File: config.mk
export PLATFORM = sky130hd
export DESIGN_NAME = uart_rx_fifo_flat
export DESIGN_NICKNAME = d
export VERILOG_FILES = /design/src/rtl/uart_pkg.sv /design/src/rtl/uart_rx_fifo_if.sv /design/src/rtl/uart_fifo_mem.sv /design/src/rtl/uart_rx_fifo.sv /design/src/flat_wrapper.sv
export SDC_FILE = /design/constraint.sdc
export NUM_CORES = 1
export LEC_CHECK = 0
export CAP_MARGIN = 20
export CORE_ASPECT_RATIO = 1.75
export CORE_MARGIN = 2
export CORE_UTILIZATION = 42
export DETAILED_ROUTE_END_ITERATION = 8
export PLACE_DENSITY = 0.6
export SLEW_MARGIN = 5
export SYNTH_ARGS = -nofsm -noshare
export SYNTH_HDL_FRONTEND = slang
export SYNTH_HIERARCHICAL = 1
export SYNTH_SLANG_ARGS = --single-unit
File: constraint.sdc
create_clock -name sys_clk -period 6.6 [get_ports sys_clk]
set_clock_uncertainty 0.15 [all_clocks]
set_input_delay 1.32 -clock sys_clk [delete_from_list [all_inputs] [get_ports sys_clk]]
set_output_delay 1.32 -clock sys_clk [all_outputs]
set_load 0.01 [all_outputs]
File: src/rtl/uart_pkg.sv
// Shared UART constants and helpers used by uart_rx, uart_tx and the receive-side FIFO.
package uart_pkg;

  localparam int unsigned DATA_W       = 8;
  localparam int unsigned CLK_FREQ     = 50_000_000;
  localparam int unsigned BAUD         = 9600;
  localparam int unsigned BAUD_CNT_MAX = CLK_FREQ / BAUD;
  localparam int unsigned DROP_CNT_W   = 8;

  function automatic logic [DROP_CNT_W-1:0] sat_inc(input logic [DROP_CNT_W-1:0] v);
    return (v == '1) ? v : v + 1'b1;
  endfunction

endpackage

File: src/rtl/uart_rx_fifo_if.sv
// Byte stream interface: uart_rx write strobe in, valid/ready consumer handshake out.
interface uart_rx_fifo_if #(
  parameter int unsigned DATA_W = 8
);

  logic [DATA_W-1:0] pi_data;
  logic              pi_flag;
  logic [DATA_W-1:0] po_data;
  logic              po_valid;
  logic              po_ready;

  // master drives the bytes in and accepts them out; slave is the FIFO itself
  modport master (
    output pi_data,
    output pi_flag,
    input  po_data,
    input  po_valid,
    output po_ready
  );

  modport slave (
    input  pi_data,
    input  pi_flag,
    output po_data,
    output po_valid,
    input  po_ready
  );

endinterface

File: src/rtl/uart_fifo_mem.sv
// DEPTH x DATA_W register array: synchronous write port, asynchronous read port.
module uart_fifo_mem #(
  parameter int unsigned DEPTH  = 16,
  parameter int unsigned ADDR_W = 4,
  parameter int unsigned DATA_W = 8
) (
  input  logic              clk,
  input  logic              we,
  input  logic [ADDR_W-1:0] wr_addr,
  input  logic [DATA_W-1:0] wr_data,
  input  logic [ADDR_W-1:0] rd_addr,
  output logic [DATA_W-1:0] rd_data
);

  logic [DATA_W-1:0] mem [DEPTH];

  always_ff @(posedge clk) begin
    if (we) begin
      mem[wr_addr] <= wr_data;
    end
  end

  assign rd_data = mem[rd_addr];

endmodule

File: src/rtl/uart_rx_fifo.sv
// First-word-fall-through byte FIFO behind uart_rx, with sticky overflow and a
// saturating drop counter so that back-pressure never loses bytes silently.
module uart_rx_fifo
  import uart_pkg::*;
#(
  parameter int unsigned DEPTH  = 16,
  parameter int unsigned ADDR_W = $clog2(DEPTH),
  parameter int unsigned DATA_W = uart_pkg::DATA_W
) (
  input  logic                  sys_clk,
  input  logic                  sys_rst,
  uart_rx_fifo_if.slave         bus,
  output logic [ADDR_W:0]       fill_cnt,
  output logic                  full,
  output logic                  empty,
  output logic                  overflow,
  input  logic                  ovf_clr,
  output logic [DROP_CNT_W-1:0] drop_cnt
);

  logic [ADDR_W-1:0]     wr_ptr_q, wr_ptr_d;
  logic [ADDR_W-1:0]     rd_ptr_q, rd_ptr_d;
  logic [ADDR_W:0]       fill_cnt_q, fill_cnt_d;
  logic                  overflow_q, overflow_d;
  logic [DROP_CNT_W-1:0] drop_cnt_q, drop_cnt_d;

  logic              push;
  logic              pop;
  logic              drop;
  logic              mem_we;
  logic [DATA_W-1:0] rd_data;

  // Flags come only from the count register, keeping pi_flag/po_ready off their paths.
  assign full  = (fill_cnt_q == (ADDR_W+1)'(DEPTH));
  assign empty = (fill_cnt_q == '0);

  always_comb begin
    pop  = !empty && bus.po_ready;
    push = bus.pi_flag && (!full || pop);
    drop = bus.pi_flag && full && !pop;
  end

  always_comb begin
    wr_ptr_d   = wr_ptr_q;
    rd_ptr_d   = rd_ptr_q;
    fill_cnt_d = fill_cnt_q;
    overflow_d = overflow_q;
    drop_cnt_d = drop_cnt_q;

    if (push) begin
      wr_ptr_d = wr_ptr_q + 1'b1;
    end
    if (pop) begin
      rd_ptr_d = rd_ptr_q + 1'b1;
    end

    case ({push, pop})
      2'b10:   fill_cnt_d = fill_cnt_q + (ADDR_W+1)'(1);
      2'b01:   fill_cnt_d = fill_cnt_q - (ADDR_W+1)'(1);
      default: fill_cnt_d = fill_cnt_q;
    endcase

    // A drop in the same cycle as a clear restarts the count at one.
    if (drop) begin
      overflow_d = 1'b1;
      drop_cnt_d = ovf_clr ? DROP_CNT_W'(1) : sat_inc(drop_cnt_q);
    end else if (ovf_clr) begin
      overflow_d = 1'b0;
      drop_cnt_d = '0;
    end
  end

  always_ff @(posedge sys_clk) begin
    if (sys_rst) begin
      wr_ptr_q   <= '0;
      rd_ptr_q   <= '0;
      fill_cnt_q <= '0;
      overflow_q <= 1'b0;
      drop_cnt_q <= '0;
    end else begin
      wr_ptr_q   <= wr_ptr_d;
      rd_ptr_q   <= rd_ptr_d;
      fill_cnt_q <= fill_cnt_d;
      overflow_q <= overflow_d;
      drop_cnt_q <= drop_cnt_d;
    end
  end

  assign mem_we = push && !sys_rst;

  uart_fifo_mem #(
    .DEPTH  (DEPTH),
    .ADDR_W (ADDR_W),
    .DATA_W (DATA_W)
  ) u_mem (
    .clk     (sys_clk),
    .we      (mem_we),
    .wr_addr (wr_ptr_q),
    .wr_data (bus.pi_data),
    .rd_addr (rd_ptr_q),
    .rd_data (rd_data)
  );

  assign bus.po_valid = !empty;
  assign bus.po_data  = empty ? '0 : rd_data;

  assign fill_cnt = fill_cnt_q;
  assign overflow = overflow_q;
  assign drop_cnt = drop_cnt_q;

endmodule

File: src/flat_wrapper.sv
// flat-port wrapper written by rule: the top's interface ports become plain ports
module uart_rx_fifo_flat import uart_pkg::*;
#(
  parameter int unsigned DEPTH  = 16,
  parameter int unsigned ADDR_W = $clog2(DEPTH),
  parameter int unsigned DATA_W = uart_pkg::DATA_W
)
  (sys_clk, sys_rst, fill_cnt, full, empty, overflow, ovf_clr, drop_cnt, bus_pi_data, bus_pi_flag, bus_po_data, bus_po_valid, bus_po_ready);
  uart_rx_fifo_if #(.DATA_W(DATA_W)) bus_i ();
  input  logic sys_clk;
  input  logic sys_rst;
  output logic [ADDR_W:0] fill_cnt;
  output logic full;
  output logic empty;
  output logic overflow;
  input  logic ovf_clr;
  output logic [DROP_CNT_W-1:0] drop_cnt;
  input wire logic [$bits(bus_i.pi_data)-1:0] bus_pi_data;
  input wire logic [$bits(bus_i.pi_flag)-1:0] bus_pi_flag;
  output wire logic [$bits(bus_i.po_data)-1:0] bus_po_data;
  output wire logic [$bits(bus_i.po_valid)-1:0] bus_po_valid;
  input wire logic [$bits(bus_i.po_ready)-1:0] bus_po_ready;
  assign bus_i.pi_data = bus_pi_data;
  assign bus_i.pi_flag = bus_pi_flag;
  assign bus_po_data = bus_i.po_data;
  assign bus_po_valid = bus_i.po_valid;
  assign bus_i.po_ready = bus_po_ready;
  uart_rx_fifo #(.DEPTH(DEPTH), .ADDR_W(ADDR_W), .DATA_W(DATA_W)) u_core (.sys_clk(sys_clk), .sys_rst(sys_rst), .bus(bus_i), .fill_cnt(fill_cnt), .full(full), .empty(empty), .overflow(overflow), .ovf_clr(ovf_clr), .drop_cnt(drop_cnt));
endmodule
==> implementation parameters <==
Parameter                              Value

Outcome
  Run status ... finished clean

Routing
  First DRT Iteration DRCs ... 205
  Vias per inst ... 5.619
  Remaining antenna violation count after routing ... 0
  Vias after detailed routing ... 3377
  DRC errors left ... 0
  Average wire length per cell after detail routing ... 20.68 µm
  Drt first pass iters ... 7
  Wire length reported by the detailed router ... 12430 µm

Cells and area
  Ant. Diodes ... 0
  Number of nets in the layout ... 426
  Leading cell type in the layout, fill and taps excluded ... sky130_fd_sc_hd__edfxtp_1
  Commonest cells after routing, fill and taps aside ... 128 x sky130_fd_sc_hd__edfxtp_1, 37 x sky130_fd_sc_hd__clkdlybuf4s50_1, 32 x sky130_fd_sc_hd__nor2_1
  Area delta synth->final ... 17.12%
  Ratio of cells with drive above 1 in the final layout ... 15.44%

Floorplanning
  Floorplan Core Area ... 14440 µm²
  Starting density of the core ... 43.01%
  Die area ... 15820 µm²
  Chip height ... 164.9 µm
  Site row count ... 58
  Number of ports placed on the die boundary ... 38
  Die width ... 95.93 µm

Global route
  Largest net degree at the start of global routing ... 30
  Via count of the first global-routing pass ... 3443
  Global router's overall resource usage ... 16.93%
  Wire length of the first global-routing pass ... 19190 µm
  Initial antenna violation count ... 0
  Residual overflow from global routing ... 0

Pwr
  Power dissipated by switching net loads ... 0.7321 mW
  Internal Pwr Total ... 1.856 mW
  Switching power share of the total ... 28.29%
  Clk pwr share ... 35.0%
  Largest vdd supply drop ... 0.2880 mV
  Relative contribution of sequential cells to total power ... 43.0%
  Relative contribution of combinational cells to total power ... 22.0%
  Standby leakage power ... 2.337 nW
  PD cells ... 355.8 nW/µm²

Critical path
  Flop-to-flop setup slack ... 3.82 ns
  Maximum fanout encountered on the critical timing path ... 18
  Worst Setup End Kind ... primary output
  Crit path launch type ... flop
  Reg-to-reg critical path endpoint ... u_core/u_mem/mem[3][5]
  Endpoint arrival time on the critical path ... 3.14 ns
  Crit Reg-Reg Startpoint ... u_core/fill_cnt[1]
  Worst reg2reg path depth ... 5
  Endpoint required time on the critical path ... 5.13 ns
  Kind of critical path ... reg -> out

Clock tree
  CTS tree ... built
  Cells resized by post-CTS repair ... 0
  Later-pin clock latency in the skew report ... 0.41 ns
  Clock root cell ... sky130_fd_sc_hd__clkbuf_16
  Number of post-CTS setup repair buffers ... 0
  Number of buffers on the longest clock path ... 2
  H-tree lvl count ... 4
  Number of sinks handled by clock tree synthesis ... 150
  Hold-fix buffers at CTS ... 0
  Number of CTS-inserted buffers ... 17
  Clock transition at the registers of the reported paths ... 0.06 ns

Placement
  Hpwl dp ... 8236 µm
  Placer congestion estimate ... 0.7432
  Port buffer count ... 37
  Post-placement setup slack ... 2.164 ns

Hold path
  Type of the tightest min-delay check ... reg -> reg
  Sink of the worst hold path ... u_core/drop_cnt[1]
  Hold wc startpoint ... u_core/drop_cnt[1]
  Hold path depth ... 2

STA
  Setup TNS ... 0 ns
  Final setup violation count ... 0
  Minimum clock period ... 4.613 ns
  Total count of hold-check failures in the final report ... 0
  Final worst slack ... 1.987 ns
  Max Freq ... 216.8 MHz
  Pin slew with the least headroom to its limit ... 1.045 ns
  Worst hold margin ... 0.3372 ns
  Final Max Slew Viols ... 0
  Final Cycle Share ... 69.90%
  Setup repair after global routing missed its margin ... no
  Max transition margin ... 30.06%

Synth
  Yosys reg bits ... 150
  Number of enable flip-flop cells after synthesis ... 128
  Top FF cell, synth ... sky130_fd_sc_hd__edfxtp_1
  Post-synthesis net count ... 384
  Asr flop ratio synth ... 0%
  Avg Cell Area, Syn ... 16.97 µm²
  Gate count after technology mapping ... 366
  Register area share after synthesis ... 68.98%
  Summed instance area of the synthesized netlist ... 6211 µm²
  Yosys warns ... 6
  Synth cell types ... 47

Flow run
  Number of max-capacitance violations reported ... 0
## how the worst max path moves through the flow
stage	from	to
6_report	u_core/rd_ptr_q[0]	bus_po_data[7]
5_1_grt	u_core/rd_ptr_q[0]	bus_po_data[6]
4_1_cts	u_core/rd_ptr_q[0]	bus_po_data[7]
3_5_place_dp	sys_rst	u_core/u_mem/mem[0][6]
3_3_place_gp	sys_rst	u_core/u_mem/mem[0][6]
2_1_floorplan	sys_rst	u_core/u_mem/mem[0][0]
## cell type report
class	instances	area (µm²)
Sequential cell	150	4285
Clock inverter	14	130.1
Multi-Input combinational cell	192	1788
Tap cell	180	225.2
Inverter	7	26.28
Timing Repair Buffer	40	390.4
Clock buffer	18	429.2
Fill cell	1197	7167
## metrics by stage
step	utilization [%]	instances	power [mW]	area, µm²
6_report	50.37	601	2.588	7274
3_3_place_gp	46.47	568	1.700	6710
2_1_floorplan	-	366	1.505	6211
4_1_cts	50.34	600	2.617	7269
3_5_place_dp	46.47	568	1.708	6710
5_1_grt	50.37	601	2.705	7274
## power by group through the flow
stage	registers [mW]	clock network [mW]	logic [mW]
final	1.11	0.906	0.569
after global placement	1.13	0	0.566
after detailed placement	1.13	0	0.574
after floorplan	1.11	0	0.398
after global routing	1.12	0.966	0.619
after CTS	1.11	0.926	0.577
## critical path: stages, from the launching register on
cell	delay (ns)
sky130_fd_sc_hd__dfxtp_2	0.70
sky130_fd_sc_hd__buf_4	0.44
sky130_fd_sc_hd__mux4_2	0.59
sky130_fd_sc_hd__a22oi_1	0.25
sky130_fd_sc_hd__nand2_1	0.10
sky130_fd_sc_hd__nor2b_1	0.13
sky130_fd_sc_hd__clkdlybuf4s50_1	0.51
## layer usage
metal	global-route usage, %	part of all wire (%)	up-vias
met5	0	0	-
met4	6.169	1.6	0
met3	3.923	3.0	11
li1	-	-	1543
met1	20.42	41	1733
met2	29.28	55	90
## state kept, by name, indices dropped and copies added (netlist names)
register          cells
u_core/wr_ptr_q       4
u_core/drop_cnt       8
u_core/fill_cnt       5
u_core/rd_ptr_q       4
u_core/overflow       1
u_core/u_mem/mem    128
## kinds of logic (layout without fill, tap and decap cells)
| logic type | Yosys count | count (layout) | synth area share, % |
|---|---|---|---|
| mux | 35 | 35 | 12.97 |
| simple gates | 100 | 100 | 8.119 |
| buf+inv | 24 | 79 | 2.478 |
| xor+xnor | 13 | 13 | 1.833 |
| flops | 150 | 150 | 68.98 |
| compound gates | 39 | 39 | 4.613 |
| fa+ha+maj | 5 | 5 | 1.007 |
## synthesized netlist by cell type, drive strengths merged (6+ instances only)
cell,n,area [µm²]
xnor2,6,52.55
inv,7,26.28
edfxtp,128,3844
dfxtp,22,440.4
nand2,20,75.07
a22oi,16,120.1
a21oi,9,45.04
nor2b,12,75.07
nor2,32,120.1
buf,9,78.82
mux4,32,773.2
xor2,7,61.31
nand4,6,37.54
nor3,7,35.03
No activity file was read; power rests on OpenSTA's default activity.
